`config.mk`:
```
export PLATFORM = sky130hd
export DESIGN_NAME = am_insert_tx
export DESIGN_NICKNAME = d
export VERILOG_FILES = /design/src/rtl/am_pkg.sv /design/src/rtl/am_bip_tx.sv /design/src/rtl/am_insert_tx.sv
export SDC_FILE = /design/constraint.sdc
export NUM_CORES = 1
export LEC_CHECK = 0
export CAP_MARGIN = 5
export CORE_AREA = 4 4 207 209
export CTS_CLUSTER_DIAMETER = 80
export DETAILED_ROUTE_END_ITERATION = 16
export DIE_AREA = 0 0 211 213
export GPL_ROUTABILITY_DRIVEN = 1
export GPL_TIMING_DRIVEN = 0
export HOLD_SLACK_MARGIN = 0.05
export PLACE_DENSITY = 0.67
export SLEW_MARGIN = 10
export SYNTH_ARGS = -nofsm -noshare
export SYNTH_HDL_FRONTEND = slang
export SYNTH_SLANG_ARGS = --single-unit
```
`constraint.sdc`:
```
create_clock -name clk -period 1.7 [get_ports clk]
set_input_delay 0.255 -clock clk [delete_from_list [all_inputs] [get_ports clk]]
set_output_delay 0.255 -clock clk [all_outputs]
set_load 0.01 [all_outputs]
```
`src/rtl/am_pkg.sv`:
```
// am_pkg -- shared definitions for 40GBASE-R alignment markers.
// Holds block/lane geometry, the sync header used by markers, the
// per-lane M0..M6 byte constants, marker assembly and the BIP mapping.
// Used by both the transmit inserter and the receive lock/deskew logic.
package am_pkg;

  localparam int AM_BLOCK_W = 66;
  localparam int AM_LANE_N  = 4;
  localparam int AM_GAP_N   = 16383;

  // Sync header carried by every marker block (control block).
  localparam logic [1:0] SYNC_CTRL = 2'b10;

  // Marker bytes per lane, packed as {M6, M5, M4, M2, M1, M0}.
  // M3 and M7 positions carry BIP3/BIP7 and are not constants.
  localparam logic [47:0] AM_LANE0_BYTES = {8'hb8, 8'h89, 8'h6f, 8'h47, 8'h76, 8'h90};
  localparam logic [47:0] AM_LANE1_BYTES = {8'h19, 8'h3b, 8'h0f, 8'he6, 8'hc4, 8'hf0};
  localparam logic [47:0] AM_LANE2_BYTES = {8'h64, 8'h9a, 8'h3a, 8'h9b, 8'h65, 8'hc5};
  localparam logic [47:0] AM_LANE3_BYTES = {8'hc2, 8'h86, 8'h5d, 8'h3d, 8'h79, 8'ha2};

  // Field positions inside a marker block, LSB first.
  localparam int AM_BIP3_LSB = 26;
  localparam int AM_BIP7_LSB = 58;

  // Constant marker bytes of one lane.
  function automatic logic [47:0] am_lane_bytes(input logic [1:0] lane);
    logic [47:0] bytes;
    case (lane)
      2'd0:    bytes = AM_LANE0_BYTES;
      2'd1:    bytes = AM_LANE1_BYTES;
      2'd2:    bytes = AM_LANE2_BYTES;
      2'd3:    bytes = AM_LANE3_BYTES;
      default: bytes = AM_LANE0_BYTES;
    endcase
    return bytes;
  endfunction

  // Full 66b marker for a lane with the given BIP3; BIP7 is its complement.
  function automatic logic [AM_BLOCK_W-1:0] am_marker(input logic [1:0] lane,
                                                      input logic [7:0] bip3);
    logic [47:0] m;
    m = am_lane_bytes(lane);
    //       BIP7   M6        M5        M4        BIP3  M2        M1       M0      sync
    return {~bip3, m[47:40], m[39:32], m[31:24], bip3, m[23:16], m[15:8], m[7:0], SYNC_CTRL};
  endfunction

  // Block parity: bit k covers block bits k+2, k+10, ..., k+58; bit 3 also
  // folds in block bit 0 and bit 4 folds in block bit 1 (the sync header).
  function automatic logic [7:0] am_bip_calc(input logic [AM_BLOCK_W-1:0] blk);
    logic [7:0] p;
    p = 8'h00;
    for (int k = 0; k < 8; k++) begin
      for (int j = 0; j < 8; j++) begin
        p[k] = p[k] ^ blk[k + 2 + 8 * j];
      end
    end
    p[3] = p[3] ^ blk[0];
    p[4] = p[4] ^ blk[1];
    return p;
  endfunction

  // BIP3 field of a received or transmitted marker block.
  function automatic logic [7:0] am_bip3_field(input logic [AM_BLOCK_W-1:0] blk);
    return blk[AM_BIP3_LSB +: 8];
  endfunction

  // BIP7 field of a received or transmitted marker block.
  function automatic logic [7:0] am_bip7_field(input logic [AM_BLOCK_W-1:0] blk);
    return blk[AM_BIP7_LSB +: 8];
  endfunction

endpackage

```
`src/rtl/am_bip_tx.sv`:
```
// am_bip_tx -- per-lane running BIP for the transmit marker inserter.
// Accumulates parity over every block emitted on its lane; on a marker
// it presents the running value as BIP3 and restarts from the parity of
// the marker that carried it. Present only when AM_TX_BIP_EN is defined.
`ifdef AM_TX_BIP_EN
module am_bip_tx
  import am_pkg::*;
#(
  parameter logic [1:0] LANE_ID = 2'd0
) (
  input  logic                  clk,
  input  logic                  nreset,
  input  logic                  blk_v,
  input  logic                  am_slot,
  input  logic [AM_BLOCK_W-1:0] blk,
  output logic [7:0]            bip3
);

  logic [7:0]            bip_r;
  logic [AM_BLOCK_W-1:0] marker_s;
  logic [7:0]            reload_s;
  logic [7:0]            data_par_s;
  logic [7:0]            bip_nxt_s;

  // Marker leaving this cycle and the parity that restarts the next period.
  always_comb begin
    marker_s   = am_marker(LANE_ID, bip_r);
    reload_s   = am_bip_calc(marker_s);
    data_par_s = am_bip_calc(blk);
  end

  // Choose the next running parity: marker reload, data accumulate, or hold.
  always_comb begin
    bip_nxt_s = bip_r;
    if (blk_v) begin
      if (am_slot) begin
        bip_nxt_s = reload_s;
      end else begin
        bip_nxt_s = bip_r ^ data_par_s;
      end
    end else begin
      bip_nxt_s = bip_r;
    end
  end

  // Running parity register.
  always_ff @(posedge clk or negedge nreset) begin
    if (!nreset) begin
      bip_r <= 8'h00;
    end else begin
      bip_r <= bip_nxt_s;
    end
  end

  assign bip3 = bip_r;

endmodule
`endif

```
`src/rtl/am_insert_tx.sv`:
```
// am_insert_tx -- transmit alignment marker insertion, 4-lane 40GBASE-R.
// After every GAP_N accepted blocks per lane one marker is emitted on all
// lanes at once; upstream is stalled (ready_o low) for that single cycle.
// Build option: define AM_TX_BIP_EN to compute real BIP3/BIP7; without it
// markers carry BIP3=8'h00 and BIP7=8'hff.
module am_insert_tx
  import am_pkg::*;
#(
  parameter int BLOCK_W = AM_BLOCK_W,
  parameter int LANE_N  = AM_LANE_N,
  parameter int GAP_N   = AM_GAP_N
) (
  input  logic                      clk,
  input  logic                      nreset,
  input  logic                      valid_i,
  input  logic [LANE_N*BLOCK_W-1:0] data_i,
  output logic                      ready_o,
  output logic                      valid_o,
  output logic [LANE_N*BLOCK_W-1:0] data_o,
  output logic                      am_v_o
);

  localparam int GAP_W = $clog2(GAP_N + 1);

  logic [GAP_W-1:0]          gap_r;
  logic                      am_slot_s;
  logic [7:0]                bip3_s [LANE_N];
  logic [LANE_N*BLOCK_W-1:0] nxt_data_s;
  logic [GAP_W-1:0]          gap_nxt_s;

  // The marker slot depends only on the counter, so ready_o never loops
  // back through valid_i.
  assign am_slot_s = (gap_r == GAP_W'(GAP_N));
  assign ready_o   = ~am_slot_s;

`ifdef AM_TX_BIP_EN
  for (genvar g = 0; g < LANE_N; g++) begin : g_bip
    am_bip_tx #(
      .LANE_ID (2'(g))
    ) u_bip (
      .clk     (clk),
      .nreset  (nreset),
      .blk_v   (valid_i),
      .am_slot (am_slot_s),
      .blk     (data_i[g*BLOCK_W +: BLOCK_W]),
      .bip3    (bip3_s[g])
    );
  end
`else
  for (genvar g = 0; g < LANE_N; g++) begin : g_nobip
    assign bip3_s[g] = 8'h00;
  end
`endif

  // Per-lane output block: lane marker in the marker slot, else the input.
  always_comb begin
    nxt_data_s = '0;
    for (int l = 0; l < LANE_N; l++) begin
      if (am_slot_s) begin
        nxt_data_s[l*BLOCK_W +: BLOCK_W] = am_marker(2'(l), bip3_s[l]);
      end else begin
        nxt_data_s[l*BLOCK_W +: BLOCK_W] = data_i[l*BLOCK_W +: BLOCK_W];
      end
    end
  end

  // Next gap count: restart after a marker, advance on accepted data.
  always_comb begin
    gap_nxt_s = gap_r;
    if (valid_i) begin
      if (am_slot_s) begin
        gap_nxt_s = {GAP_W{1'b0}};
      end else begin
        gap_nxt_s = gap_r + GAP_W'(1);
      end
    end else begin
      gap_nxt_s = gap_r;
    end
  end

  // Gap counter; resets to the marker slot so the first output is a marker.
  always_ff @(posedge clk or negedge nreset) begin
    if (!nreset) begin
      gap_r <= GAP_W'(GAP_N);
    end else begin
      gap_r <= gap_nxt_s;
    end
  end

  // Registered outputs, one cycle after the accept/marker decision.
  always_ff @(posedge clk or negedge nreset) begin
    if (!nreset) begin
      valid_o <= 1'b0;
      am_v_o  <= 1'b0;
      data_o  <= '0;
    end else if (valid_i) begin
      valid_o <= 1'b1;
      am_v_o  <= am_slot_s;
      data_o  <= nxt_data_s;
    end else begin
      valid_o <= 1'b0;
      am_v_o  <= 1'b0;
      data_o  <= data_o;
    end
  end

endmodule

```
==> impl_metrics.yaml, run 1 <==
logic_synthesis:
  syn_nets: 1344
  yosys.area_share.xor_xnor_pct: 0.609
  synth_compound_area_share_pct: 7.80
  synth.top_cell.area_share_pct: 57.9
  yosys.area.top_type: "dfrtp_1"
  yosys.area_share.simple_pct: 10.4
  synth_cells: 1076
  synth_cell_types: 30
  yosysWarnings: 0
  synth.area.mux_share_pct: 11.3
  synth_edf_count: 0
  synth_ff_type: "dfrtp_1"
  synth_area_per_cell_um2: 10.7
  async_flop_share_pct: 100
  synth_top_family_by_area: "multiplexers"
  synth_seq_area_share_pct: 61.1
  ys_top_cells_by_area: "dfrtp_1 58%, mux2i_1 11%, nand2_1 8.9%"
  ys_ff_latch: 280
  synth_area_mm2: 0.0115
  yosys.area_share.adder_pct: 0.109
placement:
  gp_congestion: 0.862
  post-place-ws_ns: -1.53
  dp_hpwl_mm: 31.0
  post_dp_cell_area_mm2: 0.0176
  io_buffers: 533
critical_path:
  cp.arrival_ns: 2.00
  crit_buf_inv: 3
  crit_path_start: "gap_r[5]"
  critPathTopFamily: "simple AND/OR/NAND/NOR gates"
  cp_cell_sequence: "nand4_1 > nor4_4 > buf_6 > inv_4 > buf_6"
  required_ns: 1.44
  cp_common_cell: "buf_6"
  cp-end-kind: "output port"
  path_class: "reg2out"
  r2r_start: "gap_r[5]"
  max_stage_delay_ns: 0.56
  slowest_stage: "dfstp_2"
  crit_fanout: 5
  start_kind: "flip-flop"
  r2r_slack_ns: -0.29
clock_network:
  clk_path_buf_depth: 3
  cts.sinks: 280
  clkLatencyLatePin_ns: 0.56
  tritoncts: "done"
  cts_buffers: 30
  clkTransAtPathRegs_ns: 0.06
  cts_root_buf: "clkbuf_16"
  htreeDepth: 1
cells_and_area:
  num_antenna_cells: 0
  syn2layout_area_growth_pct: 79.7
  nets: 1947
  drive_gt1_share_pct: 16.7
  design_area_mm2: 0.0207
timing:
  setup_viol: 269
  setup_ws_ns: -0.552
  drv_slew: 0
  grt_setup_unrepaired: "yes"
  timing.fmax_ghz: 0.444
  post-route-min-period_ns: 2.25
  slew_headroom_pct: 48.9
  worstMarginPinSlew_ns: 0.767
  hold_violations: 0
  fin_crit_sh_pct: 132
  finalClockSkew_ns: 0.0138
global_routing:
  grt_max_degree: 105
  grt_pass1_wl_mm: 64.5
  grt_pass1_vias: 11100
  antenna_found_initial: 0
  grt_usage_pct: 18.2
  grt_overflow: 0
drt:
  initialDrtViolationCount: 376
  ant_nets: 0
  dr.pass1.iters: 4
  via_per_inst: 4.62
  wirelength_mm: 45.0
  routed-via-count: 10300
  drcViolationCount: 0
  post_drt_wl_per_cell_um: 20.1
floorplanning:
  fp.dieH_um: 213
  start_util_pct: 28.2
  core-area_mm2: 0.0408
  rows: 74
  ios: 534
  die_x_um: 211
  dieArea_mm2: 0.0449
outcome:
  violations: "setup timing"
  status: "finished with violations"
pwr:
  power_w: 0.0182
  powerDensity_mw_per_mm2: 882
  power.leakage_nw: 11.8
  peakVddDrop_mv: 0.810
worst_hold_path:
  hold_start: "data_i[252]"
  min_path_type: "in2reg"
flow_run:
  cap_viol_max_count: 0
[area by class of cell]
type	instances	area [um^2]
Buffer	72	571
Clock buffer	40	860
Clock inverter	15	160
Fill cell	3524	20200
Inverter	136	513
Multi-Input combinational cell	585	4270
Sequential cell	280	7030
Tap cell	532	666
Timing Repair Buffer	574	6600
[logic make-up (layout without fill, tap and decap cells)]
| logic type | after synthesis | in the layout |
|---|---|---|
| AOI/OAI and AO/OA | 143 | 143 |
| and+or+nand+nor | 303 | 303 |
| DFF | 280 | 280 |
| muxes | 130 | 130 |
| xor gates and xnor gates | 8 | 8 |
| buffers and inverters | 211 | 837 |
| adders and majority gates | 1 | 1 |
[Yosys cell counts (2+ instances only)]
| cell | instances |
|---|---|
| buf_1 | 2 |
| nor3_1 | 2 |
| o22ai_1 | 133 |
| a21oi_1 | 3 |
| xnor2_1 | 7 |
| and4_1 | 2 |
| buf_6 | 20 |
| nand4_1 | 8 |
| nand3_1 | 4 |
| nand2_1 | 272 |
| dfrtp_1 | 266 |
| clkbuf_1 | 19 |
| dfstp_2 | 14 |
| nor2_1 | 10 |
| o21ai_0 | 2 |
| mux2i_1 | 130 |
| buf_4 | 6 |
| inv_1 | 136 |
| or2_2 | 2 |
| buf_2 | 28 |
[what timing repair did]
action                                 4_1_cts  5_1_grt
endpoints found under the hold margin       81        0
cloned                                      13        4
setup endpoints to repair                  534      516
hold buffers                                 1        0
pin swaps                                   86       16
buffers inserted                            25       14
gates resized for setup                    175      322
[flip-flops by register name, indices dropped and copies added, names as in the netlist]
signal / count
gap_r: 14
am_v_o: 1
valid_o: 1
data_o: 264
[placed cells by master, fill, tap and decap left out, drive strengths merged, types with 2 or more instances in the layout]
cell,count
nand2,272
clkdlybuf4s50,266
o21ai,2
buf,92
and4,2
bufinv,3
clkbuf,62
xnor2,7
dfstp,14
nor3,2
dlygate4sd2,20
clkinv,10
inv,137
mux2i,130
dlymetal6s2s,245
nand3,4
nor2,10
o22ai,133
dfrtp,266
a21oi,3
or2,2
nand4,8
[layer usage]
metal  vias up  share of wire, %  routed length [um]  track usage [%]
met3        96               8.8                3960             5.83
li1       4756                 -                   -                -
met1      5016                37               16400             20.3
met5         -                 0                   0                0
met4         0               3.7                1680             5.41
met2       448                51               22900             33.2
[through the flow]
| step | hold slack [ns] | TNS [ns] | std cells | utilization (%) |
|---|---|---|---|---|
| 3_5_place_dp | 0.352 | -222.54 | 2143 | 43.0 |
| 5_1_grt | 0.241 | -65.56 | 2234 | 50.6 |
| 3_3_place_gp | 0.476 | -3502.40 | 2141 | 42.9 |
| 2_1_floorplan | -0.0406 | 0 | 1076 | - |
| 4_1_cts | 0.216 | -65.15 | 2229 | 48.5 |
| 6_report | 0.249 | -46.17 | 2234 | 50.6 |
[worst register-to-register path, delay by kind of cell, from the launching register on]
kind	cells	cell delay, ns
buffers and inverters	5	0.67
AND/OR/NAND/NOR	2	0.57
AO/OA/AOI/OAI	1	0.06
flip-flops	1	0.56
[final timing paths]
kind	endpoint	cells past startpoint
hold / removal	data_o[252]	3
setup reg to reg	data_o[25]	8
min in group asynchronous	data_o[165]	2
hold reg to reg	data_o[65]	2
setup / recovery	ready_o	5
max in group asynchronous	data_o[167]	3
[where the power goes]
group          leakage (nW)  internal [W]  switching [W]
logic                  7.98       0.00203        0.00167
clock network         0.509       0.00400        0.00277
registers              3.32       0.00736       0.000396
No activity file was read; power rests on OpenSTA's default activity.
==> run 2: changes to the inputs <==
- REMOVE_ABC_BUFFERS: default -> 1
==> run 2 against run 1 <==
Effect of this change:
- the run still ends with setup timing left
- die area unchanged
- critical path type unchanged
- sequential power about the same
- largest power group unchanged
- sequential share of layout area down 0.50 points
- first-iteration DRC count up 13%
- setup slack worse by 0.024 ns
- wire length down 5.0%
- count of clock-buffer cells in the layout up 13
- final area up 1.5%
- clock skew about the same
- maximum frequency down 1.0%
- register-to-register slack worse by 0.23 ns
==> impl_metrics.yaml, run 2 (same netlist as run 1, synthesis figures left out) <==
pwr:
  comb_power_share_pct: 20.2
  peakVddDrop_mv: 0.638
  net-switching-power_w: 0.00493
  power_w: 0.0186
  pwr-share-seq_pct: 41.8
  clkPwrFrac_pct: 38.0
  sw_frac_of_total_pct: 26.6
  cell_internal_pwr_w: 0.0136
  powerDensity_mw_per_mm2: 885
  power.leakage_nw: 11.9
placement:
  placedCellCount: 2089
  post-place-ws_ns: -1.38
  gp_congestion: 0.763
  dp_hpwl_mm: 27.0
  io_buffers: 533
timing:
  worstMarginPinSlew_ns: 0.727
  timing.fmax_ghz: 0.440
  slew_headroom_pct: 51.5
  finalClockSkew_ns: 0.0135
  holdWs_ns: 0.235
  setup_ws_ns: -0.575
  setup_tns_ns: -85.70
  setup_viol: 269
  hold_violations: 0
  grt_setup_unrepaired: "yes"
  fin_crit_sh_pct: 134
  drv_slew: 0
  post-route-min-period_ns: 2.28
floorplanning:
  rows: 74
  fp.dieH_um: 213
  ios: 534
  start_util_pct: 28.2
  dieArea_mm2: 0.0449
  die_x_um: 211
  core-area_mm2: 0.0408
critical_path:
  reg2reg_depth: 12
  rr_endpoint: "data_o[262]"
  r2r_start: "gap_r[1]"
  required_ns: 1.44
  start_kind: "flip-flop"
  cp.arrival_ns: 2.02
  r2r_slack_ns: -0.52
  path_class: "reg2out"
  crit_fanout: 2
  cp-end-kind: "output port"
cells_and_area:
  largest_register_ffs: 264
  largest_registers: "data_o (264), gap_r (14)"
  nets: 1925
  final_common_cell: "nand2_1"
  multi_input_area_mm2: 0.00442
  drive_gt1_share_pct: 16.0
  layout_common_cells: "272 x nand2_1, 268 x clkdlybuf4s50_1, 266 x dfrtp_1"
  syn2layout_area_growth_pct: 82.4
  regArea_mm2: 0.00702
  fin_cells: 2215
  fillCellCount: 3418
  regMostFlops: "data_o"
outcome:
  violations: "setup timing"
  status: "finished with violations"
clock_network:
  tritoncts: "done"
  clk_path_buf_depth: 3
  cts_root_buf: "clkbuf_16"
  cts.sinks: 280
  clkTransAtPathRegs_ns: 0.06
  clkLatencyLatePin_ns: 0.52
  htreeDepth: 2
  cts_buffers: 35
drt:
  dr.pass1.iters: 6
  routed-via-count: 10200
  via_per_inst: 4.59
  ant_nets: 0
  initialDrtViolationCount: 425
  drcViolationCount: 0
  wirelength_mm: 42.7
  post_drt_wl_per_cell_um: 19.3
worst_hold_path:
  min_path_type: "in2reg"
  hold_start: "valid_i"
  hold_end: "data_o[193]"
  hold_path_depth: 3
global_routing:
  antenna_found_initial: 4
  grt_overflow: 0
  grt_pass1_wl_mm: 58.1
  grt_max_degree: 158
  grt_pass1_vias: 10300
  grt_usage_pct: 16.2
flow_run:
  cap_viol_max_count: 0
-- run 2: cell count changes in the layout (fill, tap and decap cells not counted), moves of 9 or more --
cell            change
buf_4              +10
buf_2              -30
clkbuf_2           -12
dlygate4sd2_1      -18
o22ai_1            -12
dlymetal6s2s_1     +15
o22ai_4            +10
clkbuf_16           +9
-- run 2: metal layers --
| metal | track usage, % | wire, um |
|---|---|---|
| met3 | 7.08 | 4370 |
| met1 | 18.3 | 15500 |
| met4 | 6.01 | 980 |
| met2 | 27.2 | 21800 |
| met5 | 0 | 40 |
-- run 2: timing repair --
action / 4_1_cts / 5_1_grt
buffers inserted: 22 / 37
pin swaps: 28 / 80
setup endpoints to repair: 493 / 535
hold endpoints to repair: 88 / 0
gates resized for setup: 73 / 410
gates cloned: 5 / 7
hold buffers: 1 / 0
-- run 2: metrics by stage --
stage	util, %	cell area [um^2]
after detailed placement	42.6	17400
after floorplan	-	11000
after global placement	41.7	17000
final	51.4	21000
after global routing	51.4	21000
after CTS	46.8	19100
-- run 2: power groups by stage --
stage / sequential (W) / clock, W / combinational, W
6_report: 0.00775 / 0.00706 / 0.00375
5_1_grt: 0.00784 / 0.00758 / 0.00405
4_1_cts: 0.00776 / 0.00728 / 0.00358
3_5_place_dp: 0.00786 / 0 / 0.00350
3_3_place_gp: 0.00788 / 0 / 0.00388
2_1_floorplan: 0.00813 / 0 / 0.000752
-- run 2: area by class of cell --
type                    count  area share, %
diodes                      1         0.0119
clock buffers              53           4.89
clock inverters             9          0.274
inverters                 136           2.43
multi-input cells         585           21.1
flip-flops and latches    280           33.5
well taps                 532           3.17
repair buffers            619           34.7
-- run 2: worst max-delay path by stage --
stage | startpoint | endpoint | slack (ns) | cells after the start
4_1_cts | gap_r[1] | ready_o | -0.68 | 7
3_5_place_dp | valid_i | data_o[221] | -1.38 | 8
3_3_place_gp | valid_i | gap_r[3] | -24.83 | 4
5_1_grt | gap_r[8] | ready_o | -0.68 | 6
6_report | gap_r[1] | ready_o | -0.58 | 7
2_1_floorplan | gap_r[0] | gap_r[0] | -5.70 | 6
-- run 2: critical path, cell delays in order, from the launching register on --
cell and delay, ns:
dfstp_2 0.56, ha_4 0.14, nand4_1 0.16, nor4_4 0.24, buf_4 0.18, buf_6 0.09
inv_2 0.03, buf_6 0.11
==> run 3: changes to the inputs <==
- TNS_END_PERCENT: default -> 20
==> run 3 against run 2 <==
Effect of this change:
- the flow still finishes with violations (setup timing)
- flip-flop and latch count unchanged
- sequential power about the same
- critical path type unchanged
- setup slack got worse by 0.018 ns
- wire length decreased by 5.4%
- combinational power decreased by 4%
- register-to-register slack got worse by 0.02 ns
==> impl_metrics.yaml, run 3 (same netlist as run 1, synthesis figures left out) <==
timing:
  timing.fmax_ghz: 0.436
  slew_headroom_pct: 45.8
  finalClockSkew_ns: 0.0138
  worstMarginPinSlew_ns: 0.813
  holdWs_ns: 0.189
  fin_crit_sh_pct: 135
  grt_setup_unrepaired: "yes"
  post-route-min-period_ns: 2.29
  setup_viol: 268
  hold_violations: 0
  drv_slew: 0
  setup_ws_ns: -0.594
flow_run:
  cap_viol_max_count: 0
cells_and_area:
  largest_register_ffs: 264
  regArea_mm2: 0.00702
  nets: 1913
  layout_common_cells: "272 x nand2_1, 268 x clkdlybuf4s50_1, 266 x dfrtp_1"
  regMostFlops: "data_o"
  fillCellCount: 3506
  drive_gt1_share_pct: 13.5
  largest_registers: "data_o (264), gap_r (14)"
  multi_input_area_mm2: 0.00413
  final_common_cell: "nand2_1"
  syn2layout_area_growth_pct: 77.1
  design_area_mm2: 0.0204
pwr:
  power.leakage_nw: 11.5
  clkPwrFrac_pct: 38.3
  comb_power_share_pct: 19.5
  pwr-share-seq_pct: 42.2
  sw_frac_of_total_pct: 26.3
  powerDensity_mw_per_mm2: 902
  peakVddDrop_mv: 0.639
  net-switching-power_w: 0.00483
  cell_internal_pwr_w: 0.0135
drt:
  wirelength_mm: 40.4
  drcViolationCount: 0
  dr.pass1.iters: 5
  initialDrtViolationCount: 450
  via_per_inst: 4.52
  routed-via-count: 9961
  ant_nets: 0
  post_drt_wl_per_cell_um: 18.4
clock_network:
  tritoncts: "done"
  cts_root_buf: "clkbuf_16"
  clkTransAtPathRegs_ns: 0.06
  clkLatencyLatePin_ns: 0.52
  clk_path_buf_depth: 3
  cts.sinks: 280
  cts_buffers: 35
  htreeDepth: 2
placement:
  dp_hpwl_mm: 27.0
  io_buffers: 533
  gp_congestion: 0.763
  post_dp_cell_area_mm2: 0.0174
outcome:
  violations: "setup timing"
  status: "finished with violations"
critical_path:
  required_ns: 1.44
  cp.arrival_ns: 2.04
  start_kind: "flip-flop"
  r2r_start: "gap_r[1]"
  r2r_slack_ns: -0.54
  reg2reg_depth: 12
  crit_fanout: 2
  rr_endpoint: "data_o[262]"
  cp-end-kind: "output port"
  path_class: "reg2out"
floorplanning:
  start_util_pct: 28.2
  ios: 534
  dieArea_mm2: 0.0449
  fp.dieH_um: 213
  core-area_mm2: 0.0408
  die_x_um: 211
  rows: 74
worst_hold_path:
  hold_path_depth: 3
  hold_start: "valid_i"
  hold_end: "data_o[193]"
  min_path_type: "in2reg"
global_routing:
  grt_pass1_vias: 10300
  antenna_found_initial: 4
  grt_overflow: 0
  grt_usage_pct: 16.2
  grt_pass1_wl_mm: 58.1
  grt_max_degree: 158
[run 3: area by class of cell]
cell class                      instances  area share, %
Inverter                              136           2.51
Sequential cell                       280           34.5
Multi-Input combinational cell        585           20.3
Timing Repair Buffer                  607           34.1
Clock inverter                          9          0.283
Clock buffer                           53           5.04
Tap cell                              532           3.27
Antenna cell                            1         0.0123
[run 3: timing repair]
action	CTS	global route
cloned	5	2
setup endpoints to repair	493	507
endpoints found under the hold margin	88	0
setup buffers	22	27
pin swaps	28	52
gates resized for setup	101	326
hold buffers	1	0
[run 3: worst max-delay path by stage]
| stage | cells after the start | slack (ns) | start | end |
|---|---|---|---|---|
| 2_1_floorplan | 6 | -5.70 | gap_r[0] | gap_r[0] |
| 3_3_place_gp | 4 | -24.83 | valid_i | gap_r[3] |
| 3_5_place_dp | 8 | -1.38 | valid_i | data_o[221] |
| 4_1_cts | 7 | -0.68 | gap_r[1] | ready_o |
| 5_1_grt | 6 | -0.68 | gap_r[8] | ready_o |
| 6_report | 7 | -0.59 | gap_r[1] | ready_o |
[run 3: worst max-delay path: stages (launching register included)]
cell and delay, ns:
dfstp_2 0.56, ha_4 0.14, nand4_1 0.17, nor4_4 0.25
buf_4 0.18, buf_6 0.09, inv_2 0.03, buf_6 0.11
[run 3: stage by stage]
stage,setup WS [ns],utilization (%),std cells,total power [W],TNS (ns)
after floorplan,-5.70,-,1001,0.00889,-1054.76
after global placement,-24.83,41.7,2066,0.0118,-8405.15
after detailed placement,-1.38,42.6,2089,0.0114,-240.16
after CTS,-0.678,46.8,2179,0.0186,-79.09
after global routing,-0.683,49.9,2203,0.0193,-103.35
final,-0.594,49.9,2203,0.0184,-83.29
[run 3: power groups by stage]
stage                     combinational, W  sequential, W  clock, W
after floorplan                   0.000752        0.00813         0
after global placement             0.00388        0.00788         0
after detailed placement           0.00350        0.00786         0
after CTS                          0.00353        0.00776   0.00728
after global routing               0.00389        0.00783   0.00758
final                              0.00359        0.00775   0.00704
[run 3: per-layer routing]
| metal | GRT usage (%) | wire, um |
|---|---|---|
| met1 | 18.3 | 15000 |
| met4 | 6.01 | 1070 |
| met5 | 0 | 40 |
| met3 | 7.07 | 4150 |
| met2 | 27.2 | 20200 |
